`src/rtl/freq_meter.sv`:
```
// freq_meter: counts rising edges of a slow asynchronous input over a fixed
// gate window of clk cycles and publishes one registered count per window.
// Windows run back-to-back while en is high, so every clk cycle belongs to
// exactly one window. The count saturates instead of wrapping. ovf reports
// that at least one rising edge was lost because the counter was already
// at its maximum.
//
// state | meaning
// ------+------------------------------------------------------------
// IDLE  | no window open; gcnt/ecnt held at 0; waits for en
// GATE  | window open; gcnt counts cycles, ecnt counts detected rises

module freq_meter #(
  parameter int GATE_CYCLES = 50,
  parameter int CNT_W       = 16,
  parameter int SYNC_STAGES = 2
) (
  input  logic             clk,
  input  logic             rst,
  input  logic             en,
  input  logic             sig_in,
  output logic [CNT_W-1:0] freq,
  output logic             freq_valid,
  output logic             ovf,
  output logic             busy
);

  // GATE_CYCLES >= 2, so this is always at least 1 bit and holds GATE_CYCLES-1.
  localparam int                GCNT_W    = $clog2(GATE_CYCLES);
  localparam logic [GCNT_W-1:0] GCNT_LAST = GCNT_W'(GATE_CYCLES - 1);
  localparam logic [CNT_W-1:0]  ECNT_MAX  = '1;

  typedef enum logic {
    IDLE,
    GATE
  } state_t;

  state_t                 state;
  logic [SYNC_STAGES-1:0] sync_q;
  logic                   prev_q;
  logic                   s_sync;
  logic                   rise;
  logic [GCNT_W-1:0]      gcnt;
  logic [CNT_W-1:0]       ecnt;
  logic                   sat;
  logic [CNT_W-1:0]       ecnt_inc;
  logic                   sat_inc;
  logic                   last_cycle;

  // Synchronizer chain and previous-value flop; they run in every state so
  // an edge arriving just before a window opens is still seen correctly.
  always_ff @(posedge clk) begin
    if (rst) begin
      sync_q <= '0;
      prev_q <= 1'b0;
    end else begin
      sync_q <= {sync_q[SYNC_STAGES-2:0], sig_in};
      prev_q <= s_sync;
    end
  end

  assign s_sync     = sync_q[SYNC_STAGES-1];
  assign rise       = s_sync & ~prev_q;
  assign last_cycle = (gcnt == GCNT_LAST);

  // Edge count including this cycle's rise; the final window cycle publishes
  // this value so a rise detected on the last cycle is not lost.
  always_comb begin
    ecnt_inc = ecnt;
    sat_inc  = sat;
    if (rise) begin
      if (ecnt == ECNT_MAX) begin
        sat_inc = 1'b1;
      end else begin
        ecnt_inc = ecnt + 1'b1;
      end
    end
  end

  // Window sequencing, counters and registered outputs.
  always_ff @(posedge clk) begin
    if (rst) begin
      state      <= IDLE;
      gcnt       <= '0;
      ecnt       <= '0;
      sat        <= 1'b0;
      freq       <= '0;
      freq_valid <= 1'b0;
      ovf        <= 1'b0;
      busy       <= 1'b0;
    end else begin
      freq_valid <= 1'b0;
      case (state)
        IDLE: begin
          gcnt <= '0;
          ecnt <= '0;
          sat  <= 1'b0;
          if (en) begin
            state <= GATE;
            busy  <= 1'b1;
          end
        end
        GATE: begin
          if (last_cycle) begin
            // The window completes even if en falls on its last cycle.
            freq       <= ecnt_inc;
            ovf        <= sat_inc;
            freq_valid <= 1'b1;
            gcnt       <= '0;
            ecnt       <= '0;
            sat        <= 1'b0;
            if (!en) begin
              state <= IDLE;
              busy  <= 1'b0;
            end
          end else if (!en) begin
            // Partial window: discard counts, leave published result alone.
            state <= IDLE;
            busy  <= 1'b0;
            gcnt  <= '0;
            ecnt  <= '0;
            sat   <= 1'b0;
          end else begin
            gcnt <= gcnt + 1'b1;
            ecnt <= ecnt_inc;
            sat  <= sat_inc;
          end
        end
        default: begin
          state <= IDLE;
          busy  <= 1'b0;
          gcnt  <= '0;
          ecnt  <= '0;
          sat   <= 1'b0;
        end
      endcase
    end
  end

endmodule

```
`config.mk`:
```
export PLATFORM = sky130hd
export DESIGN_NAME = freq_meter
export DESIGN_NICKNAME = d
export VERILOG_FILES = /design/src/rtl/freq_meter.sv
export SDC_FILE = /design/constraint.sdc
export NUM_CORES = 1
export LEC_CHECK = 0
export ABC_AREA = 1
export BUFFER_PORTS_ARGS = -buffer_cell sky130_fd_sc_hd__buf_2
export CORE_ASPECT_RATIO = 1.4
export CORE_MARGIN = 2
export CORE_UTILIZATION = 62
export CTS_CLUSTER_DIAMETER = 150
export CTS_CLUSTER_SIZE = 40
export DETAILED_ROUTE_END_ITERATION = 16
export GPL_TIMING_DRIVEN = 0
export PLACE_DENSITY = 0.88
export SKIP_LAST_GASP = 1
export SYNTH_ARGS = -nofsm -noshare
export SYNTH_HDL_FRONTEND = slang
export SYNTH_SLANG_ARGS = --single-unit
```
`constraint.sdc`:
```
create_clock -name clk -period 2.4 [get_ports clk]
set_input_delay 0.48 -clock clk [delete_from_list [all_inputs] [get_ports clk]]
set_output_delay 0.48 -clock clk [all_outputs]
set_load 0.01 [all_outputs]
```
# Word-level counts from Yosys, hierarchy flattened
# Cells that the tools add are included.
# op_classes
magnitude_cmp,0
eq_ne,4
n_mux,18
n_div,0
multipliers,0
n_shift,0
bitwise,3
addsub,2
n_reduce_logical,3
# ops
op,n
16-bit 2-to-1 mux,4
16-bit case mux with 2 select lines,1
"16-bit by 1-bit adder with 16-bit output, second input constant",1
"16-bit equality test, second input constant",1
6-bit 2-to-1 mux,2
6-bit case mux with 2 select lines,1
1-bit 2-to-1 mux,8
"6-bit by 1-bit adder with 6-bit output, second input constant",1
"6-bit equality test, second input constant",1
"2-bit != test, second input constant",2
1-bit case mux with 2 select lines,2
2-bit AND reduction,2
1-bit inverter,2
2-bit OR reduction,1
1-bit bitwise AND,1
# totals
ram_bits,0
latchBits,0
mem_count,0
regBits,46
in_bits,4
word_cells,40
output_inout_bits,19
rom_bits,0

# Logic depth before layout (Yosys ltp)
# Gate-level depths: netlist of run 1.
# depth
depth_word,6
depth_mapped,10

# Worst setup path after synthesis of run 1
# Ideal clock, no wire load.
# synth_path
kind,register -> register
start,reg ecnt[0]
end,reg freq[8]
setup_time_ns,0.109
path_stages_with_launch,11
synth_period_minus_slack_ns,1.483
path_buffers,0
path_slack_ns,0.917
arrival_ns,1.374
path_cell_list,dfxtp_1 -> ha_1 -> inv_1 -> nor2_4 -> nand2_2 -> nand2_1 -> nand2_1 -> o21ai_0 -> nand3_1 -> nand2_1 -> inv_1
# synth_via
elab_chain_cells,3
# synth_rtl
element,line,text
from (decl),44,logic [CNT_W-1:0] ecnt;
from (signal assigned),125,ecnt <= ecnt_inc;
16-bit by 1-bit adder with 16-bit output / 16-bit equality test (equally long branches),"75, 72",
16-bit 2-to-1 mux *,72,if (ecnt == ECNT_MAX) begin
16-bit 2-to-1 mux *,71,if (rise) begin
to (signal assigned),106,freq <= ecnt_inc;
to (decl),22,"output logic [CNT_W-1:0] freq,"
# Mark *: on every way between the ends. The rest lies on a longest branch, timed or not.
# A chain may end at the register's enable or synchronous reset.

# Worst setup path after layout of run 1
# layout_path
start,reg ecnt[0]
end,reg freq[1]
# The elaborated chain is that of the path after synthesis.

==> metrics.md, run 1 <==
| Metric | Value |
|---|---|
| CTS buffer count | `5` |
| LEAKAGE | `0.00103 uW` |
| Utilization after layout | `72.1%` |
| Die height | `74.4 um` |
| Layout Cells excl Fill | `362` |
| RSZ-0062 raised after global routing | `no` |
| # H-tree levels | `2` |
| Initial Util | `65.0%` |
| WL/cell | `12.2 um` |
| Post-CTS Hold Fix Bufs | `0` |
| Global route overflow | `0` |
| Fin crit share | `70.3%` |
| Peak supply drop | `571 uV` |
| Worst-Margin Slew | `0.277 ns` |
| Commonest non-fill, non-tap cell in the layout | `nand2_1` |
| Max transition margin | `81.3%` |
| CP Max Fanout | `10` |
| Setup TNS | `0 ns` |
| # setup viols final | `0` |
| TritonCTS clock tree | `done` |
| Clock sink total | `46` |
| Mapped Cells | `293` |
| Netlist cell types | `27` |
| Max-slew violations | `0` |
| Clk_skew | `0.00542 ns` |
| Initial drt markers | `53` |
| Share of cells above drive strength 1 | `16.8%` |
| Largest net degree at the start of global routing | `14` |
| Worst path arrival time | `1.90 ns` |
| Pre-CTS setup slack | `0.752 ns` |
| Inserted Diodes | `0` |
| Final setup margin | `0.712 ns` |
| Critical Path RT | `2.61 ns` |
| Synthesized Nets | `301` |
| Peak Freq | `593 MHz` |
| Die width | `54.3 um` |
| Final net count | `330` |
| Post_cts resized | `0` |
| Pwr per Cell Area | `518 mW/mm^2` |
| DRC violations left | `0` |
| Worst Setup End Kind | `flip-flop` |
| CP startpoint kind | `flip-flop` |
| Worst-path clk slew | `0.08 ns` |
| Hold_ws | `0.378 ns` |
| Vias per cell | `5.28` |
| Final hold vios | `0` |
| Synth top area share | `41.9%` |
| 1st-pass router iterations | `4` |
| Total vias in the final route | `1,911` |
| Clock Path Buffers | `2` |
| Std cell rows | `25` |
| Syn_area_per_cell | `7.49 sq um` |
| Post-synth top area cell | `dfxtp_1` |
| Ys flop type | `dfxtp_1` |
| Port bufs | `22` |
| Post-route ant nets | `0` |
| Clk_lat worst skew | `0.30 ns` |
| Routed wire length | `4.40 mm` |
| Initial antenna violation count | `0` |
| DIE AREA | `0.00404 sq mm` |
| Max cap viols | `0` |
| Part of the Yosys area used for sequential elements | `41.9%` |
| Commonest cells after routing, fill and taps aside | `nand2_1 (64), dfxtp_1 (46), inv_1 (37), nor2_1 (26), buf_2 (26)` |
| Synth top area cells | `dfxtp_1 (42%), nand2_1 (11%), inv_1 (6.3%)` |
| HPWL after DPL | `3.23 mm` |
| Global-route wire length before repair | `7.38 mm` |
| Placed Cells | `355` |
| CORE AREA | `0.00338 sq mm` |
| Post-synth EDFFs | `0` |
| Type of the worst setup path | `flip-flop to flip-flop` |
| Vias in the first global route | `1,796` |
| Outcome | `finished, final reports clean` |
| Area growth syn-to-layout | `10.9%` |
| Period minus WS final | `1.69 ns` |
| GRT Util Overall | `25.3%` |
| Post-Syn Area | `0.00220 sq mm` |
| Post-CTS setup buffer count | `0` |
| FFs w/ async S/R, synth | `0%` |
| RePlAce Congestion | `0.923` |
| # IOs | `23` |
| #FFs+latches synth | `46` |
| Hold Path Class | `input port to flip-flop` |
| Yosys Warn Count | `0` |
| Root Driver | `clkbuf_8` |
-- routing by layer --
metal	track usage (%)	share of wire, %	up-vias
met5	0	0	-
met4	15.8	3.6	0
met3	6.02	3.2	14
met2	42.7	51	30
met1	27.7	42	868
li1	-	-	999
-- critical path, stage by stage, from the launching register on --
cell and delay [ns]:
dfxtp_1 0.41, ha_1 0.25, inv_1 0.09, nor2_4 0.15
nand4_1 0.14, buf_2 0.22, nand3_1 0.10, nand3_1 0.11
nand2_1 0.08, inv_1 0.03
-- cell usage after synthesis, types with 6 or more instances --
master	number
inv_1	37
nand3b_1	6
nor2_1	26
o21ai_0	9
nand4_1	6
nand3_1	25
a21oi_1	18
o21a_1	14
nand2_1	64
dfxtp_1	46
-- stage by stage --
stage | area, sq um | total power, uW
6_report | 2440 | 1260
5_1_grt | 2440 | 1300
4_1_cts | 2440 | 1270
3_5_place_dp | 2360 | 827
3_3_place_gp | 2360 | 826
2_1_floorplan | 2200 | 814
-- where the power goes --
group	total, uW	switching, uW	internal [uW]
Combinational	38.4	25.0	13.4
Sequential	771	3.25	768
Clock	454	254	200
-- path summary, 6_finish.rpt --
check,from,end,slack (ns),depth (start not counted)
max reg2reg,ecnt[0],freq[1],0.71,9
min,sig_in,sync_q[0],0.38,3
min reg2reg,sync_q[0],sync_q[1],0.42,2
max,ecnt[0],freq[1],0.71,9
-- final cells by class --
| class | count | area (sq um) |
|---|---|---|
| inverter | 40 | 150 |
| fill | 278 | 942 |
| sequential | 46 | 921 |
| multi-input combinational | 198 | 1050 |
| tap | 40 | 50.0 |
| clock buffer | 6 | 72.6 |
| clock inverter | 1 | 7.51 |
| buffer | 9 | 78.8 |
| timing repair buffer | 22 | 110 |
-- sequential cells by signal (all words and copies together) (netlist names) --
signal	flops
sat	1
sync_q	2
state	1
ovf	1
busy	1
gcnt	6
freq_valid	1
ecnt	16
freq	16
prev_q	1
-- cells by family after synthesis --
logic type	after synthesis	synth area share [%]
and+or+nand+nor	144	30.8
buffers and inverters	49	10.4
DFF	46	41.9
AOI/OAI and AO/OA	45	12.5
xor gates and xnor gates	5	1.99
adders and majority gates	4	2.28
No activity file was read; power rests on OpenSTA's default activity.
==> inputs of run 2 (changes only) <==
--- a/config.mk
+++ b/config.mk
@@ -9,12 +9,12 @@
 export BUFFER_PORTS_ARGS = -buffer_cell sky130_fd_sc_hd__buf_2
 export CORE_ASPECT_RATIO = 1.4
 export CORE_MARGIN = 2
-export CORE_UTILIZATION = 62
+export CORE_UTILIZATION = 58
 export CTS_CLUSTER_DIAMETER = 150
 export CTS_CLUSTER_SIZE = 40
 export DETAILED_ROUTE_END_ITERATION = 16
 export GPL_TIMING_DRIVEN = 0
-export PLACE_DENSITY = 0.88
+export PLACE_DENSITY = 0.84
 export SKIP_LAST_GASP = 1
 export SYNTH_ARGS = -nofsm -noshare
 export SYNTH_HDL_FRONTEND = slang
==> constraint.sdc (replaced) <==
create_clock -name clk -period 1.65 [get_ports clk]
set_input_delay 0.33 -clock clk [delete_from_list [all_inputs] [get_ports clk]]
set_output_delay 0.33 -clock clk [all_outputs]
set_load 0.01 [all_outputs]
==> run 2 against run 1 <==
Net effect:
- total power increased by 60%
- first-iteration DRC count is 17% higher
- wire length increased by 3.4%
- design area rose by 4.6%
- register-to-register slack got worse by 0.60 ns
- critical path type unchanged
- largest cell class unchanged
- highest routed layer unchanged
==> metrics.md, run 2 (same netlist as run 1, synthesis figures left out) <==
| Metric | Value |
|---|---|
| Die width | `56 um (was 54.3 um)` |
| Clock sink total | `46 (unchanged)` |
| Max transition margin | `80.4% (was 81.3%)` |
| Initial drt markers | `62 (was 53)` |
| Worst Hold Depth | `3 (unchanged)` |
| Outcome | `finished, final reports clean (unchanged)` |
| Global route overflow | `0 (unchanged)` |
| Bufs and invs on worst path | `4 (was 3)` |
| Clock Path Buffers | `2 (unchanged)` |
| Initial antenna violation count | `0 (unchanged)` |
| CP top delay family | `buffers and inverters (was simple AND/OR/NAND/NOR gates)` |
| Vias in the first global route | `1,914 (was 1,796)` |
| Routed wire length | `4.55 mm (was 4.40 mm)` |
| Max cap viols | `0 (unchanged)` |
| Root Driver | `clkbuf_8 (unchanged)` |
| Peak Freq | `652 MHz (was 593 MHz)` |
| Worst-path clk slew | `0.09 ns (was 0.08 ns)` |
| Worst Setup End Kind | `flip-flop (unchanged)` |
| Slowest cell on crit path | `dfxtp_1 (unchanged)` |
| Inserted Diodes | `0 (unchanged)` |
| Final setup margin | `0.117 ns (was 0.712 ns)` |
| CP max stage delay | `0.33 ns (was 0.41 ns)` |
| Worst setup endpoint | `freq[3] (was freq[1])` |
| CP cell instances | `inv_1 > nand2_2 > clkinvlp_4 > buf_2 > o21ai_0 > nand3_1 > nand2_1 > inv_1 (was ha_1 > inv_1 > nor2_4 > nand4_1 > buf_2 > nand3_1 > nand3_1 > nand2_1 > inv_1)` |
| # IOs | `23 (unchanged)` |
| Critical Path RT | `1.86 ns (was 2.61 ns)` |
| Worst R2R Start | `prev_q (was ecnt[0])` |
| Max-slew violations | `0 (unchanged)` |
| Post-CTS Hold Fix Bufs | `0 (unchanged)` |
| Clk_lat worst skew | `0.31 ns (was 0.30 ns)` |
| Utilization after layout | `69.9% (was 72.1%)` |
| Biggest registers after layout | `ecnt (16), freq (16), gcnt (6) (unchanged)` |
| Die height | `76.8 um (was 74.4 um)` |
| Critical path depth in cells | `8 (was 9)` |
| # H-tree levels | `2 (unchanged)` |
| Std cell rows | `26 (was 25)` |
| GRT Util Overall | `23.2% (was 25.3%)` |
| Most used cell, CP | `inv_1` |
| Period minus WS final | `1.53 ns (was 1.69 ns)` |
| Pwr per Cell Area | `795 mW/mm^2 (was 518 mW/mm^2)` |
| Global-route wire length before repair | `7.98 mm (was 7.38 mm)` |
| Largest net degree at the start of global routing | `16 (was 14)` |
| CORE AREA | `0.00364 sq mm (was 0.00338 sq mm)` |
| # setup viols final | `0 (unchanged)` |
| LEAKAGE | `0.00107 uW (was 0.00103 uW)` |
| Setup slack, reg-to-reg | `0.12 ns (was 0.71 ns)` |
| Worst path arrival time | `1.74 ns (was 1.90 ns)` |
| Tot Pwr | `2030 uW (was 1260 uW)` |
| WL/cell | `12.3 um (was 12.2 um)` |
| Pre-CTS setup slack | `-0.0652 ns (was 0.752 ns)` |
| Vias per cell | `5.35 (was 5.28)` |
| Area growth syn-to-layout | `16.0% (was 10.9%)` |
| Final hold vios | `0 (unchanged)` |
| Worst reg2reg endpoint | `freq[3] (was freq[1])` |
| Share of cells above drive strength 1 | `21.1% (was 16.8%)` |
| Commonest non-fill, non-tap cell in the layout | `nand2_1 (unchanged)` |
| Crit. Startpoint | `prev_q (was ecnt[0])` |
| R2R depth | `8 (was 9)` |
| Commonest cells after routing, fill and taps aside | `nand2_1 (64), dfxtp_1 (41), inv_1 (37), buf_2 (26) (was nand2_1 (64), dfxtp_1 (46), inv_1 (37), nor2_1 (26), buf_2 (26))` |
| Worst-Margin Slew | `0.293 ns (was 0.277 ns)` |
| 1st-pass router iterations | `5 (was 4)` |
| CP startpoint kind | `flip-flop (unchanged)` |
| Post-route ant nets | `0 (unchanged)` |
| Type of the worst setup path | `flip-flop to flip-flop (unchanged)` |
| Port bufs | `22 (unchanged)` |
| Total vias in the final route | `1,974 (was 1,911)` |
| Final net count | `334 (was 330)` |
| Clk_skew | `0.00700 ns (was 0.00542 ns)` |
| HPWL after DPL | `3.18 mm (was 3.23 mm)` |
| DRC violations left | `0 (unchanged)` |
| DIE AREA | `0.00430 sq mm (was 0.00404 sq mm)` |
| CP Max Fanout | `10 (unchanged)` |
| Fin crit share | `92.9% (was 70.3%)` |
| RePlAce Congestion | `0.862 (was 0.923)` |
| Peak supply drop | `775 uV (was 571 uV)` |
| Hold Path Class | `input port to flip-flop (unchanged)` |
| TritonCTS clock tree | `done (unchanged)` |
| CTS buffer count | `5 (unchanged)` |
| Initial Util | `60.3% (was 65.0%)` |
-- run 2: cell types whose count changed in the layout (fill, tap and decap cells not counted), moves of 2 or more --
cell | previous run | this run
buf_4 | 0 | 3
dfxtp_1 | 46 | 41
o21ai_0 | 9 | 4
dfxtp_2 | 0 | 4
clkinvlp_4 | 1 | 3
o21ai_1 | 2 | 6
-- run 2: worst min path at each step --
| stage | from | end | slack, ns |
|---|---|---|---|
| global placement | sync_q[0] | sync_q[1] | 0.40 |
| CTS | sig_in | sync_q[0] | 0.21 |
| detailed placement | sync_q[0] | sync_q[1] | 0.40 |
| floorplan | sync_q[0] | sync_q[1] | 0.39 |
| global route | rst | sync_q[0] | 0.24 |
| finish | sig_in | sync_q[0] | 0.22 |
-- run 2: tightest hold or removal path, stage by stage --
cell    delay [ns]
buf_2         0.09
inv_1         0.04
nor2_1        0.03
-- run 2: what timing repair did --
action	CTS	global route
buffers inserted	0	3
gates resized for setup	2	19
pin swaps	0	3
cloned	0	1
endpoints found under the setup margin	8	30
-- run 2: report_power, final --
group	switching [uW]	leakage, uW	internal, uW
Combinational	38.8	0.000649	22.0
Sequential	4.55	0.000374	1120
Clock	396	0.0000504	450
-- run 2: final cells by class --
| cell class | count | area, sq um |
|---|---|---|
| Buffer | 9 | 85.1 |
| Clock buffer | 5 | 68.8 |
| Clock inverter | 3 | 45.0 |
| Fill cell | 317 | 1100 |
| Inverter | 40 | 154 |
| Multi-Input combinational cell | 198 | 1070 |
| Sequential cell | 46 | 930 |
| Tap cell | 42 | 52.6 |
| Timing Repair Buffer | 26 | 138 |
-- run 2: metrics by stage --
step	instances	TNS, ns	hold WS, ns	instance area [sq um]
floorplan	293	0	0.388	2200
global placement	357	0	0.395	2360
detailed placement	357	-0.0710	0.399	2360
CTS	365	0	0.214	2470
global route	369	-0.0845	0.236	2550
finish	369	0	0.217	2550
-- run 2: layer usage --
metal | track usage [%] | part of all wire (%) | vias to the layer above
met5 | 0 | 0 | -
met4 | 11.0 | 1.6 | 0
met3 | 4.89 | 4.9 | 6
met2 | 42.0 | 53 | 46
met1 | 25.2 | 40 | 911
li1 | - | - | 1011
